==> src/rtl/mem_access_unit.sv <==
// mem_access_unit: MIPS byte-addressed load/store front end for a word-wide data RAM
// Ports:
//   clk, rst                 clock (rising edge), asynchronous active-high reset
//   req_valid/req_ready      request handshake; ready only while idle
//   req_we, req_size         1=store/0=load; 00=byte, 01=half, 10=word, 11=illegal
//   req_unsigned             loads: 1=zero-extend, 0=sign-extend
//   req_addr, req_wdata      byte address; right-justified store data
//   resp_valid/err/rdata     one-cycle completion pulse, error flag, extended load data
//   ram_addr/din/str/ld      RAM word port; ram_dout is combinational read data
module mem_access_unit #(
    parameter int ADDR_W = 10
) (
    input  logic              clk,
    input  logic              rst,
    input  logic              req_valid,
    output logic              req_ready,
    input  logic              req_we,
    input  logic [1:0]        req_size,
    input  logic              req_unsigned,
    input  logic [31:0]       req_addr,
    input  logic [31:0]       req_wdata,
    output logic              resp_valid,
    output logic              resp_err,
    output logic [31:0]       resp_rdata,
    output logic [ADDR_W-1:0] ram_addr,
    output logic [31:0]       ram_din,
    output logic              ram_str,
    output logic              ram_ld,
    input  logic [31:0]       ram_dout
);
    typedef enum logic [1:0] {IDLE, RD, WR, RESP} state_t;
    state_t state, state_n;
    logic we_q, uns_q, err_q, acc, err_in;
    logic [1:0] size_q, off_q;
    logic [31:0] wdata_q, word_q, lane_bits, lane_mask, merged, load_v;
    logic [ADDR_W-1:0] addr_q;
    logic [4:0] lane_sh;
    logic [15:0] lane_val;
    assign acc = req_valid && req_ready;
    assign err_in = (req_size == 2'b11) || (req_size == 2'b01 && req_addr[0]) ||
                    (req_size == 2'b10 && req_addr[1:0] != 2'b00) || (|req_addr[31:ADDR_W+2]);
    always_ff @(posedge clk or posedge rst) begin
        if (rst) state <= IDLE;
        else state <= state_n;
    end
    always_ff @(posedge clk or posedge rst) begin
        if (rst) begin
            we_q <= 1'b0;
            uns_q <= 1'b0;
            err_q <= 1'b0;
            size_q <= 2'b00;
            off_q <= 2'b00;
            wdata_q <= '0;
            word_q <= '0;
            addr_q <= '0;
        end else begin
            if (acc) begin
                we_q <= req_we;
                uns_q <= req_unsigned;
                err_q <= err_in;
                size_q <= req_size;
                off_q <= req_addr[1:0];
                wdata_q <= req_wdata;
                // errored requests leave the RAM address untouched
                if (!err_in) addr_q <= req_addr[ADDR_W+1:2];
            end
            if (state == RD) word_q <= ram_dout;
        end
    end
    always_comb begin
        state_n = state == IDLE ? (acc ? (err_in ? RESP : (req_we && req_size == 2'b10) ? WR : RD) : IDLE)
                : state == RD   ? (we_q ? WR : RESP)
                : state == WR   ? RESP
                : IDLE;
    end
    always_comb begin
        // big-endian lanes: byte offset 0 is [31:24], half offset 0 is [31:16]
        lane_sh = size_q == 2'b00 ? {~off_q, 3'b000} : {~off_q[1], 4'b0000};
        lane_bits = size_q == 2'b00 ? 32'h0000_00FF : 32'h0000_FFFF;
        lane_mask = lane_bits << lane_sh;
        merged = (word_q & ~lane_mask) | ((wdata_q & lane_bits) << lane_sh);
        lane_val = 16'((word_q & lane_mask) >> lane_sh);
        load_v = size_q == 2'b10 ? word_q
               : size_q == 2'b01 ? {{16{~uns_q & lane_val[15]}}, lane_val}
               : {{24{~uns_q & lane_val[7]}}, lane_val[7:0]};
        req_ready = state == IDLE;
        resp_valid = state == RESP;
        resp_err = resp_valid && err_q;
        resp_rdata = (resp_valid && !err_q && !we_q) ? load_v : '0;
        ram_ld = state == RD;
        ram_str = state == WR;
        ram_addr = addr_q;
        ram_din = ram_str ? (size_q == 2'b10 ? wdata_q : merged) : '0;
    end
endmodule

==> config.mk <==
export PLATFORM = sky130hd
export DESIGN_NAME = mem_access_unit
export DESIGN_NICKNAME = d
export VERILOG_FILES = /design/src/rtl/mem_access_unit.sv
export SDC_FILE = /design/constraint.sdc
export NUM_CORES = 1
export LEC_CHECK = 0
export BUFFER_PORTS_ARGS = -buffer_cell sky130_fd_sc_hd__buf_2
export CAP_MARGIN = 10
export CORE_UTILIZATION = 51
export CTS_BUF_LIST = sky130_fd_sc_hd__clkbuf_4 sky130_fd_sc_hd__clkbuf_8
export DETAILED_ROUTE_END_ITERATION = 6
export PLACE_DENSITY = 0.93
export RECOVER_POWER = 25
export SYNTH_ARGS = -nofsm -noshare
export SYNTH_HDL_FRONTEND = slang
export SYNTH_SLANG_ARGS = --single-unit
==> constraint.sdc <==
create_clock -name clk -period 2.7 [get_ports clk]
set_input_delay 0.405 -clock clk [delete_from_list [all_inputs] [get_ports clk]]
set_output_delay 0.405 -clock clk [all_outputs]
set_load 0.02 [all_outputs]
# Word level (Yosys, flattened, before mapping)
# Index checks and enable logic that the tools add are counted.
# classes
muxes	14
n_lt_le_gt_ge	0
shift	3
n_reduce_logical	17
n_eq_ne	8
div	0
multipliers	0
add_sub_neg	0
n_bitwise	11
# op_table
cell	n
$mux W32	5
$and A32 B32 Y32	2
$and A32 B16 Y32	1
$not A32 Y32	1
$or A32 B32 Y32	1
$shl A16 B5 Y32	1
$shl A32 B5 Y32	1
$shr A32 B5 Y16	1
$reduce_or A20 Y1	1
$mux W16	1
$mux W2	6
$eq A2 B2 Y1 const B	5
$logic_and A1 B1 Y1	7
$eq A2 B1 Y1 const B	3
$mux W5	1
$logic_not A2 Y1	2
$logic_or A1 B1 Y1	3
$not A1 Y1	3
$and A1 B1 Y1	2
$logic_not A1 Y1	2
$not A2 Y2	1
$reduce_and A2 Y1	1
$reduce_bool A2 Y1	1
$mux W1	1
# word_totals
in_bits	103
reg_bits	83
mem_count	0
romBits	0
output_inout_bits	79
ram_bits	0
latchBits	0
wordCells	62

# Logic depth before layout (Yosys ltp)
# Gate-level depths: netlist (run 1).
# depth
depth_word	9
mapped_depth	7
mapped_depth_nobuf	6

# Worst setup path after synthesis (run 1)
# No wires, ideal clock.
# synth_timing
kind	register -> output
startpoint	register state[0]
endpoint	output port ram_din[21]
slack_ns	0.573
arrival_time_ns	1.722
required_ns	2.295
path_stages_with_launch	6
path_buffers	1
path_cell_list	dfrtp_1 > inv_1 > ha_1 > inv_2 > clkbuf_1 > a311oi_1
# synth_via
elab_chain_cells	2
# synth_rtl
item	line_no	source
from (decl)	32	state_t state, state_n;
from (signal assigned)	44	else state <= state_n;
$eq A2 B2 Y1	91	ram_str = state == WR;
via ram_str	27	output logic ram_str,
$mux W32	93	ram_din = ram_str ? (size_q == 2'b10 ? wdata_q : merged) : '0;
to (decl)	26	output logic [31:0] ram_din,
# The timed path passes the listed nets, and every way through them passes these cells.

# Worst setup path in the final report (run 1)
# layout_timing
startpoint	register size_q[0]
endpoint	output port ram_din[7]
# layout_via
elab_chain_cells	8
word_cells_on_any_way	12
classes_between	eq/ne: 1; shift: 2; mux: 4; bitwise: 4; reduce/logical: 1
# layout_rtl
item	line_no	source
from (decl)	34	logic [1:0] size_q, off_q;
from (signal assigned)	61	size_q <= req_size;
$logic_not A2 Y1	78, 79	
$mux W16 / $mux W5 (equally long branches)	79, 78	
$shl A16 B5 Y32	80	lane_mask = lane_bits << lane_sh;
$not A32 Y32	81	merged = (word_q & ~lane_mask) | ((wdata_q & lane_bits) << lane_sh);
$and A32 B32 Y32	81	
$or A32 B32 Y32	81	
$mux W32 * (2 in a row)	93	
# Mark *: on every way between the ends. The rest lies on a longest branch, timed or not.

==> flow_summary.toml, run 1 <==
[synthesis]
ys.flop_type = "dfrtp_1"
synth-edff-count = 0
syn-cell-area_um2 = 4810
synth_seq_cells = 83
ys_seq_area_share_pct = 43.2
synth_top_area_share_pct = 43.2
ys_top_cells_by_area = "dfrtp_1, mux2_2, o21ai_0"
synth_top_area_cell = "dfrtp_1"
syn_inst = 465
ys_warn_count = 0
avgSynthCellArea_um2 = 10.3
synth_nets = 572
async_flop_share_pct = 100
synth_cell_type_count = 46

[sta]
timing.final.crit_period_ns = 2.60
hold_viol = 0
report.final.slew_viol_count = 0
fmax_mhz = 385
tightest_slew_ns = 1.43
setup_violations = 0
relSlewSlack_pct = 4.40
fin_tns_setup_ns = 0
fin_skew_ns = 0.00715
rsz0062_at_grt = "no"
period_share_pct = 96.3

[clock_network]
path_clk_slew_ns = 0.09
cts_made_buffers = 9
clk_path_buf_depth = 2
worstSkewPairLatency_ns = 0.36
clock-sinks = 83
root_buffer = "clkbuf_8"
cts_tree = "built"
htree_levels = 3
cts_hold_buffers = 0

[setup_path]
regToRegSetupSlack_ns = 0.88
cp_slowest_stage_delay_ns = 0.43
arrival_ns = 2.19
path_class = "reg -> out"
cp_data_required_time_ns = 2.30
reg2reg_to = "wdata_q[15]"
worstSetupEndpointType = "output pin"
reg2reg_depth = 5
regToRegStartpoint = "state[0]"
critical-path-top-delay-family = "buffers and inverters"
startpoint_type = "flip-flop"
cp_slowest_cell = "dfrtp_1"
worstPathCellList = "buf_4 -> nand2b_2 -> buf_4 -> nand2_1 -> nand2_1 -> a21oi_1 -> buf_2"
path_buf_inv = 3
cp_max_fo = 24

[place]
gp_congestion = 0.917
dp_hpwl_um = 11400
port_buffers = 181
dp_cells = 740

[job]
cap_violations = 0

[layout]
final_nets = 749
n_fill_cell = 758
syn2layout_area_growth_pct = 26.8
num_antenna_cells = 0
final-instance-count-excl-fill = 758
drive_above_1_share_pct = 49.5

[global_routing]
grt_pass1_wl_um = 24100
overflow = 0
grt_max_degree = 42
antenna_found_initial = 0
grt_pass1_vias = 4600
grt_usage_pct = 32.0

[die]
start_util_pct = 52.3
pin_count = 182
die_y_um = 99.1
core_area_um2 = 9200
row_count = 35
die-area_um2 = 9820
die_x_um = 99.1

[route]
wl_per_cell_um = 19.9
drt_iter0_drc = 381
drc = 2
via_count = 4590
vias_per_cell = 6.06
final_antenna_net_count = 0
drt-pass1-iter-count = 7
wl_um = 15100

[min_path]
min-delay-start = "req_addr[2]"
hold_end = "ram_addr[0]"
holdPathStages = 2
hold_class = "in -> reg"

[power_and_ir_drop]
powerDensity_nw_per_um2 = 1280
p_int_mw = 4.12
net-switching-power_mw = 3.66
swShare_pct = 47.0
ir_drop_mv = 0.635
p_clk_share_pct = 12.6
pwr-share-seq_pct = 33.0
power_mw = 7.78
combPwrFrac_pct = 54.5
cellLeakagePower_nw = 2.92

[outcome]
violations = "design-rule violations"
status = "finished with violations"
[stage by stage]
stage               hold slack, ns  area (µm²)  worst slack, ns  utilization (%)
finish                       0.265        6100            0.101             66.3
global route                 0.258        6100           0.0103             66.3
CTS                         0.0738        6080           0.0158             66.1
detailed placement           0.467        5830            0.260             63.4
global placement             0.466        5830            0.381             63.4
floorplan                    0.474        4810            0.158                -
[worst max-delay path by stage]
| stage | from | endpoint | slack [ns] | depth (start not counted) |
|---|---|---|---|---|
| floorplan | rst | err_q | 0.16 | 1 |
| detailed placement | off_q[1] | resp_rdata[31] | 0.26 | 5 |
| finish | size_q[0] | ram_din[7] | 0.10 | 7 |
| global route | off_q[0] | ram_din[18] | 0.01 | 5 |
| CTS | off_q[1] | resp_rdata[15] | 0.02 | 6 |
| global placement | off_q[1] | resp_rdata[15] | 0.38 | 6 |
[cell usage after synthesis (all sizes together) (6+ instances only)]
cell	instances
dfrtp	83
mux2	83
nor2	48
o21ai	44
nand2	36
a21oi	22
nor3	20
buf	18
clkbuf	18
a221oi	17
mux2i	9
a22o	8
a311oi	8
inv	7
nor4	6
[kinds of logic (layout without fill, tap and decap cells)]
| family | after synthesis | after routing | share of synthesized area (%) |
|---|---|---|---|
| flip-flops | 83 | 83 | 43.2 |
| multiplexers | 93 | 93 | 22.1 |
| buffers and inverters | 43 | 225 | 4.04 |
| AO/OA/AOI/OAI | 120 | 120 | 17.2 |
| adder cells (fa/ha/maj) | 4 | 4 | 1.04 |
| AND/OR/NAND/NOR | 122 | 122 | 12.5 |
[worst reg2reg max path, stage by stage (launching register included)]
cell     delay [ns]
dfrtp_1        0.38
inv_1          0.07
ha_1           0.27
nand2_1        0.12
buf_4          0.44
mux2_2         0.42
[what timing repair did]
item                       in CTS  in global routing
resized for setup               1                  6
setup endpoints to repair      17                 18
pin swaps                       1                  0
buffers inserted                2                  0
[flip-flops by register name, indices dropped and copies added (netlist names)]
register	flops
off_q	2
wdata_q	32
state	2
ram_addr	10
size_q	2
we_q	1
word_q	32
err_q	1
uns_q	1
[layout make-up]
cell class                 count  area, µm²  area share, %
clock buffer                  12        159           2.61
clock inverter                 4       56.3          0.924
inverter                       7       32.5          0.534
multi-input combinational    339       2560           42.0
sequential                    83       2080           34.1
tap                          111        139           2.28
timing repair buffer         202       1070           17.5
[power groups by stage]
stage | Clock (mW) | Sequential, mW | Combinational (mW)
after floorplan | 0 | 2.16 | 3.14
after global placement | 0 | 2.51 | 3.92
after detailed placement | 0 | 2.54 | 4.04
after CTS | 0.990 | 2.52 | 4.16
after global routing | 1.04 | 2.60 | 4.60
final | 0.978 | 2.57 | 4.24
[cell usage in the layout (no fill, tap or decap), types with 4 or more instances in the layout]
master    Yosys  final
nor3_2       11     12
a32o_1        5      5
clkbuf_8      0     11
nand2_1      36     36
nor2_1       47     47
mux2_1        9      9
nor3_1        9      8
mux2_2       74     74
o21ai_0      39     39
inv_1         5      4
a22o_1        8      8
buf_4         1     18
dfrtp_1      83     82
a311oi_1      8      8
nor4_1        5      5
o31ai_1       5      5
buf_2        11    181
a21oi_1      21     21
mux2i_1       8      8
a221oi_1     17     16
ha_1          4      4
[routing by layer]
| layer | up-vias | part of all wire, % | track usage [%] |
|---|---|---|---|
| li1 | 2076 | - | - |
| met1 | 2177 | 40 | 41.2 |
| met2 | 271 | 47 | 51.5 |
| met3 | 66 | 8.9 | 7.80 |
| met4 | 0 | 4.2 | 14.6 |
| met5 | - | 0 | 0 |
No activity file was read; power rests on OpenSTA's default activity.
==> run 2, diff against run 1 <==
Settings changed: CELL_PAD_IN_SITES_DETAIL_PLACEMENT set to 2, CELL_PAD_IN_SITES_GLOBAL_PLACEMENT set to 2, CORE_UTILIZATION 51 to 30, PLACE_DENSITY 0.93 to 0.91.
==> flow_summary.toml, run 2 (same netlist as run 1, synthesis figures left out) <==
[layout]
drive_above_1_share_pct = 52.2
num_antenna_cells = 0
n_fill_cell = 1725
fin_util_pct = 41.2
layout_commonest_cell = "buf_2"
final_nets = 749
layout_common_cells = "buf_2, dfrtp_1, mux2_2"
syn2layout_area_growth_pct = 32.4

[setup_path]
cp_slowest_stage_delay_ns = 0.46
path_class = "reg -> out"
worstSetupEndpointType = "output pin"
cp_max_fo = 14
cp_data_required_time_ns = 2.30
path_buf_inv = 2
worstPathCellList = "buf_4 -> or2_4 -> a22o_1 -> a221oi_1 -> nor2_1 -> buf_2"
critical-path-top-delay-family = "compound AO/OA/AOI/OAI gates"
startpoint_type = "flip-flop"
cp_slowest_cell = "dfrtp_2"
arrival_ns = 2.25

[sta]
report.final.slew_viol_count = 35
hold_viol = 0
setup_violations = 0
tightest_slew_ns = 1.71
fmax_mhz = 377
fin_skew_ns = 0.0110
layout_setup_ws_ns = 0.0497
period_share_pct = 98.2
relSlewSlack_pct = -14.4
timing.final.crit_period_ns = 2.65
rsz0062_at_grt = "yes"

[global_routing]
grt_pass1_vias = 5154
grt_pass1_wl_um = 30000
grt_usage_pct = 24.8
grt_max_degree = 50
antenna_found_initial = 1
overflow = 0

[outcome]
status = "finished with violations"
violations = "max-capacitance violations, max-slew violations"

[die]
pin_count = 182
die-area_um2 = 16500
die_x_um = 129
die_y_um = 129
start_util_pct = 31.2
core_area_um2 = 15400
row_count = 45

[clock_network]
cts_tree = "built"
worstSkewPairLatency_ns = 0.38
clk_path_buf_depth = 2
cts_made_buffers = 9
htree_levels = 3
root_buffer = "clkbuf_8"
path_clk_slew_ns = 0.09
clock-sinks = 83

[route]
drt-pass1-iter-count = 4
drc = 0
drt_iter0_drc = 189
wl_per_cell_um = 23.1
final_antenna_net_count = 0
via_count = 4617
vias_per_cell = 5.38
wl_um = 19800

[place]
dp_hpwl_um = 15400
gp_congestion = 0.865
dp_slack_ns = 0.111
port_buffers = 181

[power_and_ir_drop]
ir_drop_mv = 0.511
cellLeakagePower_nw = 2.95
powerDensity_nw_per_um2 = 1310

[min_path]
hold_class = "in -> reg"

[job]
cap_violations = 1
==> run 2: cell type report <==
cell class                 instances  area, µm²  share of cell area [%]
clock inverter                     6       96.3                    1.51
inverter                           7       27.5                   0.433
timing repair buffer             202       1100                    17.3
sequential                        83       2080                    32.7
multi-input combinational        339       2660                    41.8
tap                              211        264                    4.15
clock buffer                      10        131                    2.06
==> run 2: what timing repair did <==
action                                  in CTS  in global routing
resized for setup                            9                 20
pin swaps                                    1                  1
hold buffers                                 0                  0
endpoints found under the setup margin      42                 19
buffers inserted                             1                  0
endpoints found under the hold margin        0                  0
==> run 2: path summary, 6_finish.rpt <==
path                                to  depth (start not counted)   startpoint  slack, ns
min reg2reg                ram_addr[5]                          1  ram_addr[5]       0.50
max reg2reg                ram_addr[9]                          6     state[0]       0.78
max                        ram_din[10]                          6    size_q[1]       0.05
min in group asynchronous    word_q[4]                          2          rst       0.42
min                        ram_addr[0]                          2  req_addr[2]       0.23
max in group asynchronous    size_q[0]                          3          rst       1.35
==> run 2: power by group <==
| part | internal (mW) | switching, mW |
|---|---|---|
| registers | 1.81 | 0.821 |
| logic | 1.94 | 2.70 |
| clock network | 0.544 | 0.518 |
| total | 4.29 | 4.04 |
==> run 2: worst register-to-register path, stage by stage (launching register included) <==
cell and delay, ns:
dfrtp_1 0.41, inv_1 0.10, ha_1 0.28, nand2_1 0.14, nor4_2 0.28, buf_4 0.24
mux2_2 0.36
==> run 2: per-layer routing <==
metal | vias up | track usage, % | routed length [µm]
met5 | - | 0 | 9
met4 | 2 | 8.72 | 450
met3 | 29 | 5.86 | 1400
met2 | 192 | 43.7 | 10000
met1 | 2331 | 29.4 | 7950
li1 | 2063 | - | -
==> run 2: metrics by stage <==
stage | std cells | setup TNS, ns | cell area (µm²) | hold WS [ns] | total power [mW]
final | 858 | 0 | 6360 | 0.234 | 8.33
after global routing | 858 | -0.0325 | 6360 | 0.224 | 8.82
after CTS | 858 | 0 | 6250 | 0.101 | 8.15
after detailed placement | 841 | 0 | 5980 | 0.475 | 6.92
after global placement | 841 | 0 | 5980 | 0.467 | 6.65
after floorplan | 465 | 0 | 4810 | 0.474 | 5.30
==> run 3, diff against run 2 <==
Settings changed: ABC_AREA set to 1, CORE_UTILIZATION 30 to 27, PLACE_DENSITY 0.91 to 0.93.
==> flow_summary.toml, run 3 <==
[route]
wl_um = 20900
vias_per_cell = 5.01
via_count = 5417
drt-pass1-iter-count = 4
drc = 0
final_antenna_net_count = 0
wl_per_cell_um = 19.4
drt_iter0_drc = 298

[setup_path]
arrival_ns = 2.22
worstSetupEndpointType = "output pin"
reg2reg_depth = 7
cp_max_fo = 12
startpoint_type = "flip-flop"
cp_data_required_time_ns = 2.30
path_class = "reg -> out"

[synthesis]
ys_warn_count = 0
ys_top_cells_by_count = "nand2_1, o21ai_0, dfrtp_1"
synth_seq_cells = 83
yosysMostFrequentCell = "nand2_1"
avgSynthCellArea_um2 = 7.12
synth_top_area_cell = "dfrtp_1"
synth-edff-count = 0
syn-cell-area_um2 = 4840
ys_top_cells_by_area = "dfrtp_1, nand2_1, o21ai_0"
ys_seq_area_share_pct = 42.9
syn_inst = 680
synth_nets = 787
async_flop_share_pct = 100
synth_cell_type_count = 31
synth_top_area_share_pct = 42.9
ys.flop_type = "dfrtp_1"

[sta]
timing.final.crit_period_ns = 2.62
hold_viol = 0
report.final.slew_viol_count = 56
tightest_slew_ns = 2.26
fin_tns_setup_ns = 0
relSlewSlack_pct = -50.6
setup_violations = 0
fmax_mhz = 381
fin_skew_ns = 0.0132
period_share_pct = 97.1

[global_routing]
grt_pass1_vias = 5769
antenna_found_initial = 0
grt_pass1_wl_um = 31900
grt_max_degree = 56
overflow = 0
grt_usage_pct = 23.2

[layout]
drive_above_1_share_pct = 29.2
final_nets = 958
n_fill_cell = 2137
num_antenna_cells = 0
final-instance-count-excl-fill = 1081
postLayoutCellArea_um2 = 6250
layout_common_cells = "buf_2, nand2_1, o21ai_0"
layout_commonest_cell = "buf_2"
syn2layout_area_growth_pct = 29.1

[power_and_ir_drop]
powerDensity_nw_per_um2 = 1220
cellLeakagePower_nw = 3.35
p_int_mw = 3.51
net-switching-power_mw = 4.09
ir_drop_mv = 0.381
p_clk_share_pct = 12.4
swShare_pct = 53.8
pwr-share-seq_pct = 29.8
combPwrFrac_pct = 57.8

[die]
die_x_um = 136
pin_count = 182
die-area_um2 = 18500
row_count = 48
core_area_um2 = 17400
start_util_pct = 27.8
die_y_um = 136

[place]
dp_hpwl_um = 16200
dp_cells = 1060
placed_area_um2 = 5970
port_buffers = 181
gp_congestion = 0.841

[clock_network]
cts_hold_buffers = 0
root_buffer = "clkbuf_8"
cts_tree = "built"
clock-sinks = 83
clk_path_buf_depth = 2
worstSkewPairLatency_ns = 0.39
path_clk_slew_ns = 0.09
htree_levels = 3
cts_made_buffers = 9

[min_path]
holdPathStages = 3
hold_class = "in -> reg"

[outcome]
violations = "max-capacitance violations, max-slew violations"
status = "finished with violations"

[job]
cap_violations = 1
run 3: what timing repair did:
| action | CTS | global route |
|---|---|---|
| pin swaps | 0 | 1 |
| gates resized for setup | 2 | 8 |
| endpoints found under the setup margin | 25 | 31 |
| cloned | 0 | 1 |
| endpoints found under the hold margin | 0 | 0 |
| buffers inserted | 0 | 4 |
run 3: kinds of logic (layout without fill, tap and decap cells):
logic type / after synthesis / count (layout) / share of synthesized area, %
AND/OR/NAND/NOR: 292 / 292 / 24.9
flip-flops: 83 / 83 / 42.9
buffers and inverters: 108 / 284 / 9.07
multiplexers: 3 / 3 / 0.698
AO/OA/AOI/OAI: 190 / 190 / 21.4
adder cells (fa/ha/maj): 4 / 4 / 1.03
run 3: worst paths after layout:
kind                       slack [ns]     endpoint     startpoint
max in group asynchronous        0.47    size_q[0]            rst
min                              0.22  wdata_q[26]  req_wdata[26]
min reg2reg                      0.48  ram_addr[1]    ram_addr[1]
max reg2reg                      0.75  ram_addr[3]       state[0]
min in group asynchronous        0.78     state[0]            rst
max                              0.08  ram_din[29]      size_q[0]
run 3: layer usage:
metal | part of all wire, % | wire [µm] | global-route usage (%)
met1 | 44 | 9270 | 29.8
met2 | 48 | 10100 | 38.5
met3 | 4.7 | 985 | 3.62
met4 | 2.9 | 611 | 9.57
met5 | 0 | 0 | 0
run 3: power by group through the flow:
stage / Sequential [mW] / Combinational (mW) / Clock (mW)
6_report: 2.26 / 4.40 / 0.944
3_5_place_dp: 2.27 / 4.26 / 0
3_3_place_gp: 2.23 / 4.07 / 0
2_1_floorplan: 2.04 / 2.88 / 0
4_1_cts: 2.25 / 4.32 / 0.954
5_1_grt: 2.32 / 4.81 / 0.998
run 3: metrics by stage:
| stage | power (mW) | utilization, % | hold slack, ns | setup WS [ns] |
|---|---|---|---|---|
| after floorplan | 4.92 | - | 0.444 | 0.158 |
| after global placement | 6.30 | 34.3 | 0.450 | 0.452 |
| after detailed placement | 6.53 | 34.3 | 0.460 | 0.346 |
| after CTS | 7.52 | 35.5 | 0.201 | 0.000133 |
| after global routing | 8.13 | 35.9 | 0.222 | -0.0204 |
| final | 7.60 | 35.9 | 0.217 | 0.0780 |
run 3: layout make-up:
cell class	count	area, µm²	share of cell area (%)
inverter	66	262	4.18
timing repair inverter	1	7.51	0.120
clock buffer	14	180	2.88
timing repair buffer	201	1090	17.4
tap	225	282	4.50
clock inverter	2	17.5	0.280
multi-input combinational	489	2330	37.4
sequential	83	2080	33.3
run 3: critical path, stage by stage (launching register included):
cell and delay, ns:
dfrtp_2 0.46, nor2_4 0.13, buf_4 0.21, nand2_1 0.14, nand2_1 0.27, a21oi_1 0.17, a21oi_1 0.22, buf_2 0.22
